[src/rtl/calc_key_sequencer.sv]
// Keypad operand-entry sequencer for the combinational calculator.
// Builds decimal operands a/b and an opcode from key events, evaluates by
// sampling the calculator's result, chains results and locks out on error.
module calc_key_sequencer #(
   parameter int unsigned DATA_WIDTH = 16
) (
   input  logic                  clk,
   input  logic                  rst,
   input  logic                  key_valid,
   input  logic [3:0]            key_code,
   output logic [DATA_WIDTH-1:0] a,
   output logic [DATA_WIDTH-1:0] b,
   output logic [1:0]            op,
   input  logic [DATA_WIDTH-1:0] calc_result,
   input  logic                  calc_invalid,
   output logic [DATA_WIDTH-1:0] display,
   output logic                  error
);

   typedef enum logic [1:0] {ENTER_A, ENTER_B, SHOW, ERR} state_t;

   localparam int unsigned AW = DATA_WIDTH + 4;

   state_t                  state_q, state_d;
   logic [DATA_WIDTH-1:0]   a_q, a_d;
   logic [DATA_WIDTH-1:0]   b_q, b_d;
   logic [1:0]              op_q, op_d;
   logic                    b_started_q, b_started_d;
   logic [DATA_WIDTH-1:0]   display_q, display_d;

   logic                    is_digit, is_op, is_eq, is_clear;
   logic [1:0]              op_code;
   logic [DATA_WIDTH-1:0]   digit_val;
   logic [DATA_WIDTH-1:0]   acc_src, acc_res;
   logic [AW-1:0]           acc_new;

   // Key decode and digit accumulation (acc*10+d, dropped when it overflows)
   always_comb begin
      is_digit  = (key_code <= 4'd9);
      is_op     = (key_code >= 4'd10) && (key_code <= 4'd13);
      is_eq     = (key_code == 4'd14);
      is_clear  = (key_code == 4'd15);
      // code-10 for 10..13 reduces to low two bits plus 2 (mod 4)
      op_code   = key_code[1:0] + 2'd2;
      digit_val = {{(DATA_WIDTH-4){1'b0}}, key_code};
      acc_src   = (state_q == ENTER_B) ? b_q : a_q;
      acc_new   = {4'b0000, acc_src} * AW'(10) + AW'(key_code);
      acc_res   = (acc_new[AW-1:DATA_WIDTH] == '0) ? acc_new[DATA_WIDTH-1:0] : acc_src;
   end

   // State and datapath registers with synchronous reset
   always_ff @(posedge clk) begin
      if (rst) begin
         state_q     <= ENTER_A;
         a_q         <= '0;
         b_q         <= '0;
         op_q        <= 2'b00;
         b_started_q <= 1'b0;
         display_q   <= '0;
      end else begin
         state_q     <= state_d;
         a_q         <= a_d;
         b_q         <= b_d;
         op_q        <= op_d;
         b_started_q <= b_started_d;
         display_q   <= display_d;
      end
   end

   // Next-state selection
   always_comb begin
      state_d = state_q;
      if (key_valid) begin
         if (is_clear) begin
            state_d = ENTER_A;
         end else begin
            case (state_q)
               ENTER_A: if (is_op) state_d = ENTER_B;
               ENTER_B: begin
                  if (is_eq || (is_op && b_started_q)) begin
                     if (calc_invalid) state_d = ERR;
                     else if (is_eq)   state_d = SHOW;
                     else              state_d = ENTER_B;
                  end
               end
               SHOW: begin
                  if (is_digit)   state_d = ENTER_A;
                  else if (is_op) state_d = ENTER_B;
               end
               default: state_d = state_q;
            endcase
         end
      end
   end

   // Operand, opcode and display updates per key
   always_comb begin
      a_d         = a_q;
      b_d         = b_q;
      op_d        = op_q;
      b_started_d = b_started_q;
      display_d   = display_q;
      if (key_valid) begin
         if (is_clear) begin
            a_d         = '0;
            b_d         = '0;
            op_d        = 2'b00;
            b_started_d = 1'b0;
            display_d   = '0;
         end else begin
            case (state_q)
               ENTER_A: begin
                  if (is_digit) begin
                     a_d       = acc_res;
                     display_d = acc_res;
                  end else if (is_op) begin
                     op_d        = op_code;
                     b_d         = '0;
                     b_started_d = 1'b0;
                  end else if (is_eq) begin
                     display_d = a_q;
                  end
               end
               ENTER_B: begin
                  if (is_digit) begin
                     b_d         = acc_res;
                     b_started_d = 1'b1;
                     display_d   = acc_res;
                  end else if (is_op && !b_started_q) begin
                     op_d = op_code;
                  end else if (is_op || is_eq) begin
                     // b is already zero when no digit was typed, so the
                     // calculator is evaluating with b=0 in that case
                     if (calc_invalid) begin
                        display_d = '0;
                     end else begin
                        a_d       = calc_result;
                        display_d = calc_result;
                        if (is_op) begin
                           b_d         = '0;
                           b_started_d = 1'b0;
                           op_d        = op_code;
                        end
                     end
                  end
               end
               SHOW: begin
                  if (is_digit) begin
                     a_d       = digit_val;
                     b_d       = '0;
                     display_d = digit_val;
                  end else if (is_op) begin
                     op_d        = op_code;
                     b_d         = '0;
                     b_started_d = 1'b0;
                  end
               end
               default: ;
            endcase
         end
      end
   end

   // Outputs driven straight from registers
   always_comb begin
      a       = a_q;
      b       = b_q;
      op      = op_q;
      display = display_q;
      error   = (state_q == ERR);
   end

endmodule

[config.mk]
export PLATFORM = sky130hd
export DESIGN_NAME = calc_key_sequencer
export DESIGN_NICKNAME = d
export VERILOG_FILES = /design/src/rtl/calc_key_sequencer.sv
export SDC_FILE = /design/constraint.sdc
export NUM_CORES = 1
export LEC_CHECK = 0
export ABC_AREA = 0
export ABC_CLOCK_PERIOD_IN_PS = 13100
export CORE_MARGIN = 1.5
export CORE_UTILIZATION = 30
export DETAILED_ROUTE_END_ITERATION = 10
export SLEW_MARGIN = 40
export SYNTH_ARGS = -nofsm -noshare
export SYNTH_HDL_FRONTEND = slang
export SYNTH_SLANG_ARGS = --single-unit
[constraint.sdc]
create_clock -name clk -period 13.1 [get_ports clk]
set_clock_uncertainty 0.2 [all_clocks]
set_input_delay 3.275 -clock clk [delete_from_list [all_inputs] [get_ports clk]]
set_output_delay 3.275 -clock clk [all_outputs]
set_load 0.02 [all_outputs]
==> impl_metrics.toml, run 1 <==
[cts]
post_cts_buffers = 0
cts_resized = 0
htreeDepth = 2
cts_root_buffer = "clkbuf_16"
clk_pin_slew_ns = 0.08
cts_tree = "built"
clk_path_buf_depth = 2
numCtsBuffers = 5
insertion_delay_ns = 0.30
hold_buffers = 0
cts_sinks = 53

[floorplanning]
die_h_um = 126
core_um2 = 14700
boundaryPins = 75
chipWidth_um = 126
start_util_pct = 31.1
dieArea_um2 = 16000
num_rows = 44

[placed_design]
io_buffers = 74
gp_congestion = 0.842
hpwl_um = 11200

[critical_path]
r2r_slack_ns = 7.11
path_buf_inv = 2
r2r-end = "display[13]"
endpoint = "display[13]"
r2r-start = "state_q[0]"
path_cells = "clkdlybuf4s50_1, ha_1, inv_1, fa_1, nor2b_1, o21ai_0, nor2_1, nand3_1, nor4_4, a21boi_1, o21ai_1, a21o_2, mux2i_1, nand2_1, a32o_1"
path_class = "in2reg"
cpPeakStageDelay_ns = 0.71
cp-start-kind = "primary input"
worstSetupStartpoint = "key_code[1]"
critical-path-top-delay-family = "compound AO/OA/AOI/OAI gates"
worstPathRequired_ns = 13.10
cp.depth = 15
critPathArrivalTime_ns = 7.30
r2r_cells = 17
crit_fanout = 20
endpoint_kind = "flip-flop"
critical-path-slowest-cell = "clkdlybuf4s50_1"

[yosys]
synth_edf_count = 0
ys_top_cells_by_count = "nand2_1 (72), dfxtp_1 (53), nor2_1 (52)"
synthDistinctLibCells = 56
ys_warn_count = 0
synth_seq_cells = 53
async_flop_share_pct = 0
synthCells = 601
synthDominantCellAreaShare_pct = 23.2
synth_area_leaders = "dfxtp_1 (23%), ha_1 (7.7%), nand2_1 (5.9%), a21oi_1 (5.2%), mux2i_1 (4.6%)"
yosys_most_used_dff = "dfxtp_1"
synth.most_common_cell = "nand2_1"
synth.avg_cell_area_um2 = 7.59
synthesis.area_um2 = 4560
synth_nets = 655
seq_area_frac_synth_pct = 23.2
synth_largest_area_cell = "dfxtp_1"

[routing]
antenna_left = 0
first_iter_violations = 665
wl_per_cell_um = 18.5
first_pass_iters = 5
remaining_drc_errors = 0
vias = 4739
vias_per_cell = 5.66
wirelength_um = 15500

[global_route]
grt_pass1_wl_um = 24700
grt_start_max_net_pins = 55
grt_pass1_vias = 4392
antenna_found_initial = 0
overflow = 0
grt_usage_pct = 19.4

[cells_and_area]
antenna_cells = 0
area_growth_pct = 22.6
drive_gt1_share_pct = 6.42
fin_nets = 707

[sta]
hold_viol_final = 0
period_share_pct = 55.7
setup_viol = 0
holdWs_ns = 0.247
slew_headroom_pct = 44.3
finalMaxSlewViolations = 0
rsz0062_at_grt = "no"
tightest_slew_ns = 0.833
tns_ns = 0
clock.fmax_mhz = 137
min_period_ns = 7.29

[flow_run]
cap_viol_max_count = 0

[power_and_ir_drop]
worst_ir_drop_vdd_uv = 52.9
power.leakage_nw = 2.28
power.density_nw_per_um2 = 88.4

[hold_path]
hold-path-cell-count = 2
hold_class = "reg2reg"

[outcome]
status = "finished, final reports clean"
[worst register-to-register path, cell delays in order (launching register included)]
cell and delay (ns):
dfxtp_1 0.42, ha_2 0.19, buf_4 0.53, mux2i_1 0.68, inv_1 0.10, ha_1 0.32, ha_1 0.26, a211oi_2 0.42
o31ai_4 0.16, a21o_1 0.20, xor2_1 0.40, nor3b_1 0.43, a21boi_1 0.12, o21ai_1 0.18, a21o_2 0.52, mux2i_1 0.41
nand2_1 0.09, a32o_1 0.26
[layout make-up]
cell class	count	area (um2)
Clock buffer	5	125
Clock inverter	3	22.5
Fill cell	1483	9100
Inverter	26	97.6
Multi-Input combinational cell	487	3280
Sequential cell	53	1060
Tap cell	184	230
Timing Repair Buffer	80	776
[power breakdown]
group,total [mW],internal (mW),switching [mW]
logic,0.180,0.0695,0.110
clock network,0.138,0.0714,0.0665
registers,0.177,0.169,0.00776
total,0.495,0.310,0.184
[cells by family after synthesis]
kind of cell / share of synthesized area [%]
and+or+nand+nor: 21.4
AOI/OAI and AO/OA: 28.2
buffers and inverters: 5.21
DFF: 23.2
muxes: 7.89
adders and majority gates: 8.55
xor gates and xnor gates: 5.56
[cells in the final DEF (no fill, tap or decap), types with 15 or more instances in the layout]
cell and count:
nor2_1 52, a31oi_1 15, clkdlybuf4s50_1 72, nand2_1 72, dfxtp_1 53, a21oi_1 47
mux2i_1 21, a21o_1 19, xnor2_1 15, nor2b_1 16, inv_1 26, ha_1 27
o21ai_0 37, nand3_1 19
[through the flow]
| step | setup slack (ns) | area [um2] | utilization (%) | std cells | power [mW] |
|---|---|---|---|---|---|
| finish | 5.81 | 5600 | 38.1 | 838 | 0.495 |
| global route | 5.42 | 5600 | 38.1 | 838 | 0.520 |
| CTS | 5.82 | 5600 | 38.1 | 838 | 0.497 |
| detailed placement | 5.49 | 5450 | 37.1 | 830 | 0.358 |
| global placement | 5.33 | 5450 | 37.1 | 830 | 0.356 |
| floorplan | 6.84 | 4560 | - | 601 | 0.300 |
[worst min-delay path by stage]
stage | startpoint | end | slack [ns]
floorplan | state_q[1] | state_q[1] | 0.29
global placement | display[15] | display[15] | 0.24
detailed placement | display[15] | display[15] | 0.24
CTS | display[15] | display[15] | 0.26
global route | display[15] | display[15] | 0.28
finish | display[15] | display[15] | 0.25
[registers in the layout, indices dropped and copies added (netlist names)]
register	flops
a	16
b	16
b_started_q	1
display	16
op	2
state_q	2
[per-layer routing]
layer  track usage (%)  share of wire, %
met1              27.5                47
met2              30.7                46
met3              2.28               5.5
met4              6.29               2.1
met5                 0                 0
No activity file was read; power rests on OpenSTA's default activity.
==> inputs of run 2 (changes only) <==
ABC_CLOCK_PERIOD_IN_PS = 6300   (was 13100)
clock period = 6.3 ns   (was 13.1 ns; I/O delays follow)
==> run 2 against run 1 <==
Net effect:
- worst setup slack worse by 5.0 ns
- utilization up 0.20 points
- critical path type is now reg2reg
- routed wire length increased by 1.4%
- die area stayed put
- largest cell class unchanged
==> impl_metrics.toml, run 2 (same netlist as run 1, synthesis figures left out) <==
[cts]
post_cts_buffers = 0
insertion_delay_ns = 0.30
cts_resized = 0
clk_path_buf_depth = 2
clk_pin_slew_ns = 0.08
cts_tree = "built"
cts_root_buffer = "clkbuf_16"
cts_sinks = 53
hold_buffers = 0
numCtsBuffers = 5
htreeDepth = 2

[global_route]
grt_pass1_vias = 4551
antenna_found_initial = 0
overflow = 0
grt_usage_pct = 19.2
grt_pass1_wl_um = 24700
grt_start_max_net_pins = 48

[cells_and_area]
layout_common_cells = "clkdlybuf4s50_1 (73), nand2_1 (72), dfxtp_1 (53)"
area_growth_pct = 23.3
antenna_cells = 0
drive_gt1_share_pct = 6.54
final-instance-count-excl-fill = 841
fin_nets = 710
layout_commonest_cell = "clkdlybuf4s50_1"

[sta]
finalMaxSlewViolations = 0
min_period_ns = 5.53
tns_ns = 0
tightest_slew_ns = 0.829
setup_viol = 0
hold_viol_final = 0
period_share_pct = 87.7
slew_headroom_pct = 44.6
rsz0062_at_grt = "no"
holdWs_ns = 0.248
clock.fmax_mhz = 181

[routing]
vias_per_cell = 5.68
antenna_left = 0
wirelength_um = 15700
first_pass_iters = 7
first_iter_violations = 406
remaining_drc_errors = 0
wl_per_cell_um = 18.7
vias = 4777

[critical_path]
critical-path-slowest-cell = "mux2i_1"
crit_fanout = 22
path_class = "reg2reg"
cp-start-kind = "flip-flop"
cpPeakStageDelay_ns = 0.62
path_cells = "ha_2, mux2i_1, inv_1, ha_1, ha_1, a211oi_2, o31ai_4, a21o_1, xor2_1, nor3b_1, a21boi_1, o21ai_1, a21o_1, buf_4, mux2i_1, nand2_1, a32o_1"
path_buf_inv = 2
endpoint_kind = "flip-flop"
critPathArrivalTime_ns = 5.53
worstPathRequired_ns = 6.30
critical-path-top-delay-family = "compound AO/OA/AOI/OAI gates"

[floorplanning]
num_rows = 44
dieArea_um2 = 16000
die_h_um = 126
boundaryPins = 75
chipWidth_um = 126
core_um2 = 14700
start_util_pct = 31.1

[placed_design]
gp_congestion = 0.901
hpwl_um = 11400
io_buffers = 74
dp.cells = 833

[power_and_ir_drop]
worst_ir_drop_vdd_uv = 136
power.density_nw_per_um2 = 185
power_mw = 1.04
power.leakage_nw = 2.29

[hold_path]
hold_class = "reg2reg"

[outcome]
status = "finished, final reports clean"

[flow_run]
cap_viol_max_count = 0
## run 2: cell types whose count changed in the layout (fill, tap and decap cells not counted)
cell             previous run  this run
clkinv_4                    2         0
inv_8                       0         1
buf_4                       6         9
clkinv_2                    1         0
buf_2                       2         1
clkinvlp_4                  0         2
clkdlybuf4s50_1            72        73
a21o_2                      1         0
a21o_1                     19        20
## run 2: cell type report
class                   instances  area, um2
repair buffers                 83        803
clock inverters                 3       26.3
multi-input cells             487       3280
fillers                      1486       9070
clock buffers                   5        125
well taps                     184        230
inverters                      26       97.6
flip-flops and latches         53       1060
## run 2: power by group
part           internal (mW)  switching (mW)  leakage (nW)
combinational          0.148           0.232          1.79
clock                  0.151           0.144        0.0680
sequential             0.352          0.0173         0.429
total                  0.650           0.393          2.29
## run 2: worst reg2reg max path, stage by stage, from the launching register on
cell	delay (ns)
dfxtp_1	0.43
ha_2	0.55
mux2i_1	0.62
inv_1	0.12
ha_1	0.32
ha_1	0.26
a211oi_2	0.41
o31ai_4	0.15
a21o_1	0.20
xor2_1	0.34
nor3b_1	0.37
a21boi_1	0.11
o21ai_1	0.18
a21o_1	0.13
buf_4	0.30
mux2i_1	0.38
nand2_1	0.09
a32o_1	0.27
## run 2: through the flow
stage | cell area [um2] | utilization [%] | setup slack, ns
final | 5630 | 38.3 | 0.772
after global routing | 5630 | 38.3 | 0.352
after CTS | 5620 | 38.2 | 0.820
after detailed placement | 5470 | 37.2 | 0.516
after global placement | 5470 | 37.2 | 0.628
after floorplan | 4560 | - | 1.15
## run 2: worst paths after layout
path,cells after the start,startpoint,to,slack [ns]
worst max-delay path,17,state_q[0],display[11],0.77
worst min-delay path,2,display[15],display[15],0.25
worst max register to register,17,state_q[0],display[11],0.77
worst min register to register,2,display[15],display[15],0.25
## run 2: routing by layer
layer | vias to the layer above | global-route usage, % | wire [um]
li1 | 2284 | - | -
met1 | 2278 | 26.3 | 7290
met2 | 195 | 31.2 | 7160
met3 | 20 | 3.08 | 1030
met4 | 0 | 5.95 | 263
met5 | - | 0 | 0
==> inputs of run 3 (changes only) <==
ABC_CLOCK_PERIOD_IN_PS = 5850   (was 6300)
clock period = 5.85 ns   (was 6.3 ns; I/O delays follow)
==> run 3 against run 2 <==
Net effect:
- routed wire length shrank 2.5%
- sequential share of layout area shrank 0.24 points
- count of clock-buffer cells in the layout is the same
- worst setup slack lost 0.28 ns
- critical endpoint is now display[3]
- largest cell class unchanged
==> impl_metrics.toml, run 3 (same netlist as run 1, synthesis figures left out) <==
[outcome]
status = "finished, final reports clean"

[global_route]
overflow = 0
grt_use_met3_pct = 2.87
grt_usage_pct = 19.0
grt_util_met1_pct = 26.7
grt_start_max_net_pins = 48
grt_pass1_vias = 4625
antenna_found_initial = 0
grt_pass1_wl_um = 24600
busiest_layer = "met2"
met2_usage_pct = 29.9

[sta]
holdWs_ns = 0.241
tns_ns = 0
clock.fmax_mhz = 187
tightest_slew_ns = 0.851
period_share_pct = 91.6
slew_headroom_pct = 41.8
min_period_ns = 5.36
hold_viol_final = 0
rsz0062_at_grt = "no"
setup_viol = 0
finalMaxSlewViolations = 0

[critical_path]
endpoint_kind = "flip-flop"
r2r_cells = 15
cp-start-kind = "flip-flop"
path_class = "reg2reg"
worstPathRequired_ns = 5.88
crit_fanout = 13
critPathArrivalTime_ns = 5.39

[cts]
cts_sinks = 53
numCtsBuffers = 5
clk_path_buf_depth = 2
clk_pin_slew_ns = 0.08
cts_tree = "built"
insertion_delay_ns = 0.30
htreeDepth = 2
cts_root_buffer = "clkbuf_16"
post_cts_buffers = 0

[placed_design]
io_buffers = 74
hpwl_um = 11600
gp_congestion = 0.919

[routing]
vias_per_cell = 5.69
antenna_left = 0
vias = 4822
remaining_drc_errors = 0
first_iter_violations = 595
wirelength_um = 15400
wl_per_cell_um = 18.1
first_pass_iters = 5

[floorplanning]
die_h_um = 126
num_rows = 44
chipWidth_um = 126
dieArea_um2 = 16000
boundaryPins = 75
start_util_pct = 31.1
core_um2 = 14700

[hold_path]
hold_class = "reg2reg"
hold-path-cell-count = 2

[power_and_ir_drop]
power.leakage_nw = 2.34
power.density_nw_per_um2 = 204
worst_ir_drop_vdd_uv = 120

[flow_run]
cap_viol_max_count = 0

[cells_and_area]
fin_nets = 716
area_growth_pct = 24.8
antenna_cells = 0
layout_common_cells = "clkdlybuf4s50_1 (74), nand2_1 (72), dfxtp_1 (53)"
layout_commonest_cell = "clkdlybuf4s50_1"
drive_gt1_share_pct = 7.39
-- run 3: path summary, 6_finish.rpt --
| kind | start | to | slack [ns] |
|---|---|---|---|
| max reg2reg | state_q[0] | display[3] | 0.49 |
| min reg2reg | display[15] | display[15] | 0.24 |
| max | state_q[0] | display[3] | 0.49 |
| min | display[15] | display[15] | 0.24 |
-- run 3: timing repair --
item                                   in CTS  in global routing
endpoints found under the hold margin       0                  0
hold buffers                                0                  0
resized for setup                           0                  1
setup endpoints to repair                   0                  7
-- run 3: worst max-delay path, stage by stage, from the launching register on --
cell and delay [ns]:
dfxtp_1 0.42, ha_2 0.42, mux2_2 0.43, ha_1 0.28
ha_1 0.23, fa_1 0.42, a211oi_2 0.32, o31ai_4 0.13
o2111a_1 0.28, or2_1 0.26, a221oi_1 0.43, nand4bb_1 0.19
a2111oi_0 0.82, a211o_1 0.24, a2bb2oi_1 0.08, a21oi_1 0.14
-- run 3: final cells by class --
cell class                 instances  area, um2
timing repair buffer              89        853
fill                            1441       9000
clock buffer                       5        125
sequential                        53       1060
clock inverter                     3       43.8
multi-input combinational        487       3290
inverter                          26       97.6
tap                              184        230
-- run 3: per-stage QoR --
step                util (%)  cells  power (mW)  area [um2]  worst slack, ns
floorplan                  -    601       0.672        4560            0.703
global placement        37.5    839       0.803        5520            0.416
detailed placement      37.6    839       0.812        5530            0.283
CTS                     38.7    847        1.16        5690            0.413
global route            38.8    847        1.22        5700            0.116
finish                  38.8    847        1.16        5700            0.491
-- run 3: power breakdown --
group	switching, mW	total (mW)	internal (mW)	leakage [nW]
Sequential	0.0193	0.398	0.379	0.429
Combinational	0.250	0.414	0.164	1.82
Clock	0.146	0.350	0.203	0.0842
Total	0.416	1.16	0.746	2.34
-- run 3: layer usage --
metal	vias to the layer above	wire (um)
li1	2297	-
met1	2339	7210
met2	170	7050
met3	16	889
met4	0	200
met5	-	0
